`src/rtl/vga_timing_gen.sv`:
```
// vga_timing_gen: free-running VGA raster timing generator (640x480 @ 60 Hz by default).
//
// Ports:
//   vga_clk     - pixel clock, all state changes on the rising edge
//   reset_n     - asynchronous active-low reset
//   DrawX/DrawY - current horizontal/vertical count
//   blank       - 1 inside the visible area (display enable)
//   hs/vs       - raw syncs, aligned to DrawX/DrawY
//   hs_out/vs_out - syncs delayed by PIPE_DLY cycles, for the connector
//   line_start  - 1 while DrawX == 0
//   frame_start - 1 while DrawX == 0 and DrawY == 0
//   frame_count - frame index, steps on the edge that enters (0,0)
module vga_timing_gen #(
  parameter int unsigned H_VISIBLE = 640,
  parameter int unsigned H_FP      = 16,
  parameter int unsigned H_SYNC    = 96,
  parameter int unsigned H_BP      = 48,
  parameter int unsigned V_VISIBLE = 480,
  parameter int unsigned V_FP      = 10,
  parameter int unsigned V_SYNC    = 2,
  parameter int unsigned V_BP      = 33,
  parameter bit          HS_POL    = 1'b0,
  parameter bit          VS_POL    = 1'b0,
  parameter int unsigned PIPE_DLY  = 1
) (
  input  logic       vga_clk,
  input  logic       reset_n,
  output logic [9:0] DrawX,
  output logic [9:0] DrawY,
  output logic       blank,
  output logic       hs,
  output logic       vs,
  output logic       hs_out,
  output logic       vs_out,
  output logic       line_start,
  output logic       frame_start,
  output logic [7:0] frame_count
);

  localparam int unsigned H_TOTAL = H_VISIBLE + H_FP + H_SYNC + H_BP;
  localparam int unsigned V_TOTAL = V_VISIBLE + V_FP + V_SYNC + V_BP;

  localparam logic [9:0] H_LAST = 10'(H_TOTAL - 1);
  localparam logic [9:0] V_LAST = 10'(V_TOTAL - 1);
  localparam logic [9:0] H_VIS  = 10'(H_VISIBLE);
  localparam logic [9:0] V_VIS  = 10'(V_VISIBLE);
  localparam logic [9:0] HS_BEG = 10'(H_VISIBLE + H_FP);
  localparam logic [9:0] HS_END = 10'(H_VISIBLE + H_FP + H_SYNC);
  localparam logic [9:0] VS_BEG = 10'(V_VISIBLE + V_FP);
  localparam logic [9:0] VS_END = 10'(V_VISIBLE + V_FP + V_SYNC);

  logic [9:0] r_hc, r_vc;
  logic [9:0] w_hc_nxt, w_vc_nxt;
  logic       w_frame_wrap;
  logic       r_blank, r_hs, r_vs, r_line_start, r_frame_start;
  logic [7:0] r_frame_count;

  always_comb begin
    w_hc_nxt = r_hc + 10'd1;
    w_vc_nxt = r_vc;
    if (r_hc == H_LAST) begin
      w_hc_nxt = 10'd0;
      w_vc_nxt = (r_vc == V_LAST) ? 10'd0 : r_vc + 10'd1;
    end
  end

  assign w_frame_wrap = (w_hc_nxt == 10'd0) && (w_vc_nxt == 10'd0);

  // Decoded outputs are registered from the next-state counters so they stay
  // cycle-aligned with DrawX/DrawY and cannot glitch.
  always_ff @(posedge vga_clk or negedge reset_n) begin
    if (!reset_n) begin
      r_hc          <= H_LAST;
      r_vc          <= V_LAST;
      r_blank       <= 1'b0;
      r_hs          <= ~HS_POL;
      r_vs          <= ~VS_POL;
      r_line_start  <= 1'b0;
      r_frame_start <= 1'b0;
      r_frame_count <= 8'hFF;
    end else begin
      r_hc          <= w_hc_nxt;
      r_vc          <= w_vc_nxt;
      r_blank       <= (w_hc_nxt < H_VIS) && (w_vc_nxt < V_VIS);
      r_hs          <= ((w_hc_nxt >= HS_BEG) && (w_hc_nxt < HS_END)) ? HS_POL : ~HS_POL;
      r_vs          <= ((w_vc_nxt >= VS_BEG) && (w_vc_nxt < VS_END)) ? VS_POL : ~VS_POL;
      r_line_start  <= (w_hc_nxt == 10'd0);
      r_frame_start <= w_frame_wrap;
      if (w_frame_wrap) begin
        r_frame_count <= r_frame_count + 8'd1;
      end
    end
  end

  // Sync delay lines so connector syncs line up with registered colour.
  if (PIPE_DLY == 0) begin : g_no_dly
    assign hs_out = r_hs;
    assign vs_out = r_vs;
  end else begin : g_dly
    logic [PIPE_DLY-1:0] r_hs_dly, r_vs_dly;

    always_ff @(posedge vga_clk or negedge reset_n) begin
      if (!reset_n) begin
        r_hs_dly <= {PIPE_DLY{~HS_POL}};
        r_vs_dly <= {PIPE_DLY{~VS_POL}};
      end else begin
        r_hs_dly[0] <= r_hs;
        r_vs_dly[0] <= r_vs;
        for (int i = 1; i < int'(PIPE_DLY); i++) begin
          r_hs_dly[i] <= r_hs_dly[i-1];
          r_vs_dly[i] <= r_vs_dly[i-1];
        end
      end
    end

    assign hs_out = r_hs_dly[PIPE_DLY-1];
    assign vs_out = r_vs_dly[PIPE_DLY-1];
  end

  assign DrawX       = r_hc;
  assign DrawY       = r_vc;
  assign blank       = r_blank;
  assign hs          = r_hs;
  assign vs          = r_vs;
  assign line_start  = r_line_start;
  assign frame_start = r_frame_start;
  assign frame_count = r_frame_count;

endmodule

```
`config.mk`:
```
export PLATFORM = sky130hd
export DESIGN_NAME = vga_timing_gen
export DESIGN_NICKNAME = d
export VERILOG_FILES = /design/src/rtl/vga_timing_gen.sv
export SDC_FILE = /design/constraint.sdc
export NUM_CORES = 1
export LEC_CHECK = 0
export ABC_AREA = 1
export BUFFER_PORTS_ARGS = -buffer_cell sky130_fd_sc_hd__buf_2
export CAP_MARGIN = 10
export CORE_UTILIZATION = 32
export DETAILED_ROUTE_END_ITERATION = 6
export PLACE_DENSITY = 0.51
export REMOVE_ABC_BUFFERS = 1
export SKIP_LAST_GASP = 1
export SLEW_MARGIN = 20
export SYNTH_ARGS = -nofsm -noshare
export SYNTH_HDL_FRONTEND = slang
export SYNTH_SLANG_ARGS = --single-unit
```
`constraint.sdc`:
```
create_clock -name vga_clk -period 4.9 [get_ports vga_clk]
set_input_delay 0.735 -clock vga_clk [delete_from_list [all_inputs] [get_ports vga_clk]]
set_output_delay 0.735 -clock vga_clk [all_outputs]
set_load 0.05 [all_outputs]
```
Yosys cells after proc, flatten, opt, wreduce, memory -nomap -nowiden
Index checks and enable logic that the tools add are counted.
- memories kept: 0
- ROM bits: 0
- memory bits (writable): 0
- flip-flop bits (word level): 35
- bits in latches: 0
- word-level logic and storage cells: 32
- divide/modulo/power cells: 0
- mux-type cells: 5
- order comparisons: 6
- multiply operators: 0
- equal/unequal tests: 2
- shifts and indexed selects: 0
- reductions and logical operators: 6
- $add $sub $neg: 3
- bitwise operators: 0
- operator list (operator ; count):
    10-bit 2-to-1 mux ; 3
    10-bit by 1-bit adder with 10-bit output (second input constant) ; 2
    10-bit == test (second input constant) ; 2
    10-bit logical NOT ; 2
    10-bit < comparator (second input constant) ; 2
    10-bit by 9-bit < comparator with 1-bit output (second input constant) ; 2
    10-bit >= comparator (second input constant) ; 1
    10-bit by 9-bit >= comparator with 1-bit output (second input constant) ; 1
    8-bit by 1-bit adder with 8-bit output (second input constant) ; 1
    1-bit logical AND ; 4
    1-bit 2-to-1 mux ; 2

Longest topological paths before layout
- depth in word-level cells: 6
- mapped depth: 15
- depth with buffers taken out: 15

Least setup slack after synthesis
No wires, ideal clock.
- kind: reg-to-reg
- from: register r_hc[0], in the netlist DrawX[0]
- to: register r_frame_count[4], in the netlist frame_count[4]
- path buffers: 1
- setup slack: 2661 ps
- arrival time: 2163 ps
- clock period less this slack: 2239 ps
- library setup time: 76 ps
- stages on the path, launching flop included: 14
- cells stage by stage: dfstp_2 ha_1 nand2_2 nor2_8 nand3_4 buf_6 nand2_2 nand2_2 nor2_2 nand2_2 nor2_8 nand3_4 nand2_1 nand2_1
- cells in the longest elaborated chain, start to end: 4
- elaborated cells on any way between the ends: 7
- classes of those cells: add/sub: 1; eq/ne: 1; mux: 2; reduce/logical: 3
- ends and longest elaborated chain (what ; RTL line ; RTL):
    start: declaration ; 52 ; logic [9:0] r_hc, r_vc;
    start signal: assignment ; 82 ; r_hc <= w_hc_nxt;
    10-bit == test ; 61 ; if (r_hc == H_LAST) begin
    10-bit 2-to-1 mux ; 61 ;
    named net w_vc_nxt[7] ; 53 ; logic [9:0] w_hc_nxt, w_vc_nxt;
    10-bit logical NOT ; 67 ; assign w_frame_wrap = (w_hc_nxt == 10'd0) && (w_vc_nxt == 10'd0);
    1-bit logical AND ; 67 ;
    end signal: assignment ; 90 ; r_frame_count <= r_frame_count + 8'd1;
    end: declaration ; 56 ; logic [7:0] r_frame_count;
The timed path passes the listed nets, and every way through them passes these cells.
A chain may end at the register's enable or synchronous reset.

Worst setup path after layout
- from: register r_hc[0], in the netlist DrawX[0]
- to: register r_frame_count[2], in the netlist frame_count[2]
Same word-level chain as after synthesis.

==> out/metrics.yaml <==
power_and_ir_drop:
  power_density_mw_per_mm2: 226
  vdd_drop_max_mv: 0.140
  cellLeakagePower_nw: 1.29
  finalPower_uw: 554
synth:
  netlist_area_mm2: 0.00208
  synth_xor_area_frac: 0.0295
  syn_area_per_cell_um2: 7.82
  synthDistinctLibCells: 27
  synth_top_area_share: 0.278
  synth.most_common_cell: "nand2_1"
  yosys.area.top_type: "dfstp_2"
  synth_compound_area_frac: 0.0265
  synthMuxAreaShare: 0
  seq_area_frac_synth: 0.434
  synth_common_cells: "nand2_1, inv_1, nor2_1"
  synthFlopType: "dfstp_2"
  synthAdderAreaFrac: 0.0241
  synth_area_leaders: "dfstp_2, dfrtp_1, nand2_1"
  synth_seq_cells: 35
  synth_top_family_by_area: "simple AND/OR/NAND/NOR gates"
  async_reset_ff_frac: 1.00
  synth_simple_gate_area_share: 0.407
  synth_cells: 266
  ys.warnings.count: 0
  synth_edf_count: 0
floorplan:
  ios: 37
  placeableCoreArea_mm2: 0.00631
  placementRows: 29
  die_h_um: 82.6
  die-width_um: 82.6
  dieArea_mm2: 0.00682
  start_util: 0.329
final_layout:
  fillers: 693
  syn2layout_area_growth_pct: 17.9
  diodes: 0
  layoutNonFillerInstCount: 385
  drive_gt1_frac: 0.318
  final_core_util: 0.388
  num-nets-final: 313
  design_area_mm2: 0.00245
setup_path:
  worstPathArrival_ns: 2.50
  crit_required_ns: 5.12
  r2r_start: "DrawX[0]$_DFF_PN1_"
  critPathKind: "register to register"
  reg2reg_depth: 12
  worstReg2RegEnd: "frame_count[2]$_DFFE_PN1P_"
  cp_slowest_cell: "dfstp_2"
  rrSetupSlack_ns: 2.63
  crit_chain: "ha_1 -> nand2_2 -> nor2_8 -> nand3_1 -> nor2_1 -> nand2_1 -> nand2_1 -> o21ai_1 -> nor2_2 -> nand3_4 -> nand2_1 -> nand2_1"
  max_stage_delay_ns: 0.56
  crit_path_end_kind: "register"
  crit_path_start_kind: "register"
  cpMostUsedCell: "nand2_1"
  worstPathMaxFanout: 9
placed_design:
  place_area_mm2: 0.00234
  gp_congestion: 0.808
  dp_hpwl_um: 3480
  io_buffer_count: 36
  dp_cells: 377
  preCtsSetupSlack_ns: 2.63
sta:
  fin_crit_ns: 2.27
  tightest_slew_ns: 0.776
  setup_ws_ns: 2.63
  fin_tns_setup_ns: 0
  max_clock_freq_mhz: 440
  clock_skew_ns: 0.00702
  fin_crit_sh: 0.464
  setup_viol: 0
  slew_headroom: 0.483
  rsz0062_at_grt: "no"
  fin_hold_ws_ns: 0.365
  maxSlewViolCount: 0
  hold_viol_final: 0
outcome:
  status: "completed"
cts:
  cts_resized: 0
  path_clk_slew_ns: 0.07
  cts-root-buf: "clkbuf_8"
  post_cts_buffers: 0
  cts_buffers: 5
  clk_latency_ns: 0.29
  htree_levels: 2
  postCtsHoldBufs: 0
  cts_tree: "done"
  clock-sinks: 35
  clockBufferDepth: 2
global_routing:
  grt_pass1_wl_um: 7590
  first_global_vias: 1587
  grt-ovfl-total: 0
  track_usage: 0.151
  grt_start_max_net_pins: 36
  antenna_found_initial: 0
routing:
  via_per_inst: 4.67
  wire_per_inst_um: 12.0
  vias: 1797
  ant_nets: 0
  drt-initial-drc-count: 95
  totalWireLength_um: 4610
  drt-pass1-iter-count: 4
  drc: 0
min_path:
  hold_class: "register to register"
  min_from: "hs$_DFF_PN1_"
  hold_end: "hs_out$_DFF_PN1_"
  hold_depth: 0
run:
  cap_violations: 0
-- power by group --
| part | internal (mW) | switching (mW) | leakage [nW] |
|---|---|---|---|
| sequential | 0.290 | 0 | 0.400 |
| clock | 0.151 | 0.108 | 0.0581 |
| combinational | 0.000287 | 0.00539 | 0.830 |
-- kinds of logic (layout without fill, tap and decap cells) --
kind of cell	count (synthesis)	count (layout)
fa+ha+maj	4	4
xor+xnor	7	7
simple gates	170	170
buf+inv	41	83
flops	35	35
compound gates	9	9
-- critical path: cells and delay by family (launching register included) --
kind,cells,cell delay (ns)
and+or+nand+nor,10,1.35
DFF,1,0.56
adders and majority gates,1,0.18
AOI/OAI and AO/OA,1,0.11
-- flip-flops by register name, indices dropped and copies added (netlist names) --
| name | cells |
|---|---|
| DrawX | 10 |
| DrawY | 10 |
| blank | 1 |
| frame_count | 8 |
| frame_start | 1 |
| hs | 1 |
| hs_out | 1 |
| line_start | 1 |
| vs | 1 |
| vs_out | 1 |
-- worst max path at each step --
stage	from	to
after floorplan	DrawX[0]$_DFF_PN1_	frame_count[4]$_DFFE_PN1P_
after global placement	DrawX[0]$_DFF_PN1_	frame_count[6]$_DFFE_PN1P_
after detailed placement	DrawX[0]$_DFF_PN1_	frame_count[2]$_DFFE_PN1P_
after CTS	DrawX[0]$_DFF_PN1_	frame_count[2]$_DFFE_PN1P_
after global routing	DrawX[0]$_DFF_PN1_	frame_count[3]$_DFFE_PN1P_
final	DrawX[0]$_DFF_PN1_	frame_count[2]$_DFFE_PN1P_
-- layer usage --
metal / share of wire / wire, um / vias up / GRT usage
met2: 0.47 / 2150 / 38 / 0.242
met3: 0.041 / 189 / 4 / 0.0330
li1: - / - / 914 / -
met5: 0 / 0 / - / 0
met4: 0.0089 / 41 / 0 / 0.0517
met1: 0.48 / 2230 / 841 / 0.201
-- layout by cell type, fill, tap and decap left out, drive strengths merged, types with 2 or more instances in the layout --
cell type,count
buf,36
clkbuf,5
clkinv,2
dfrtp,13
dfstp,22
ha,4
inv,39
nand2,96
nand3,24
nand4,14
nor2,33
nor3,2
o21ai,6
xnor2,4
xor2,3
-- area by class of cell --
| class | instances | area, um2 | area share |
|---|---|---|---|
| clock inverters | 3 | 43.8 | 0.0179 |
| inverters | 39 | 146 | 0.0597 |
| well taps | 77 | 96.3 | 0.0393 |
| clock buffers | 5 | 68.8 | 0.0281 |
| repair buffers | 36 | 180 | 0.0735 |
| multi-input cells | 190 | 1010 | 0.413 |
| flip-flops and latches | 35 | 903 | 0.368 |
Note: power is estimated with default switching activity, not from simulation.
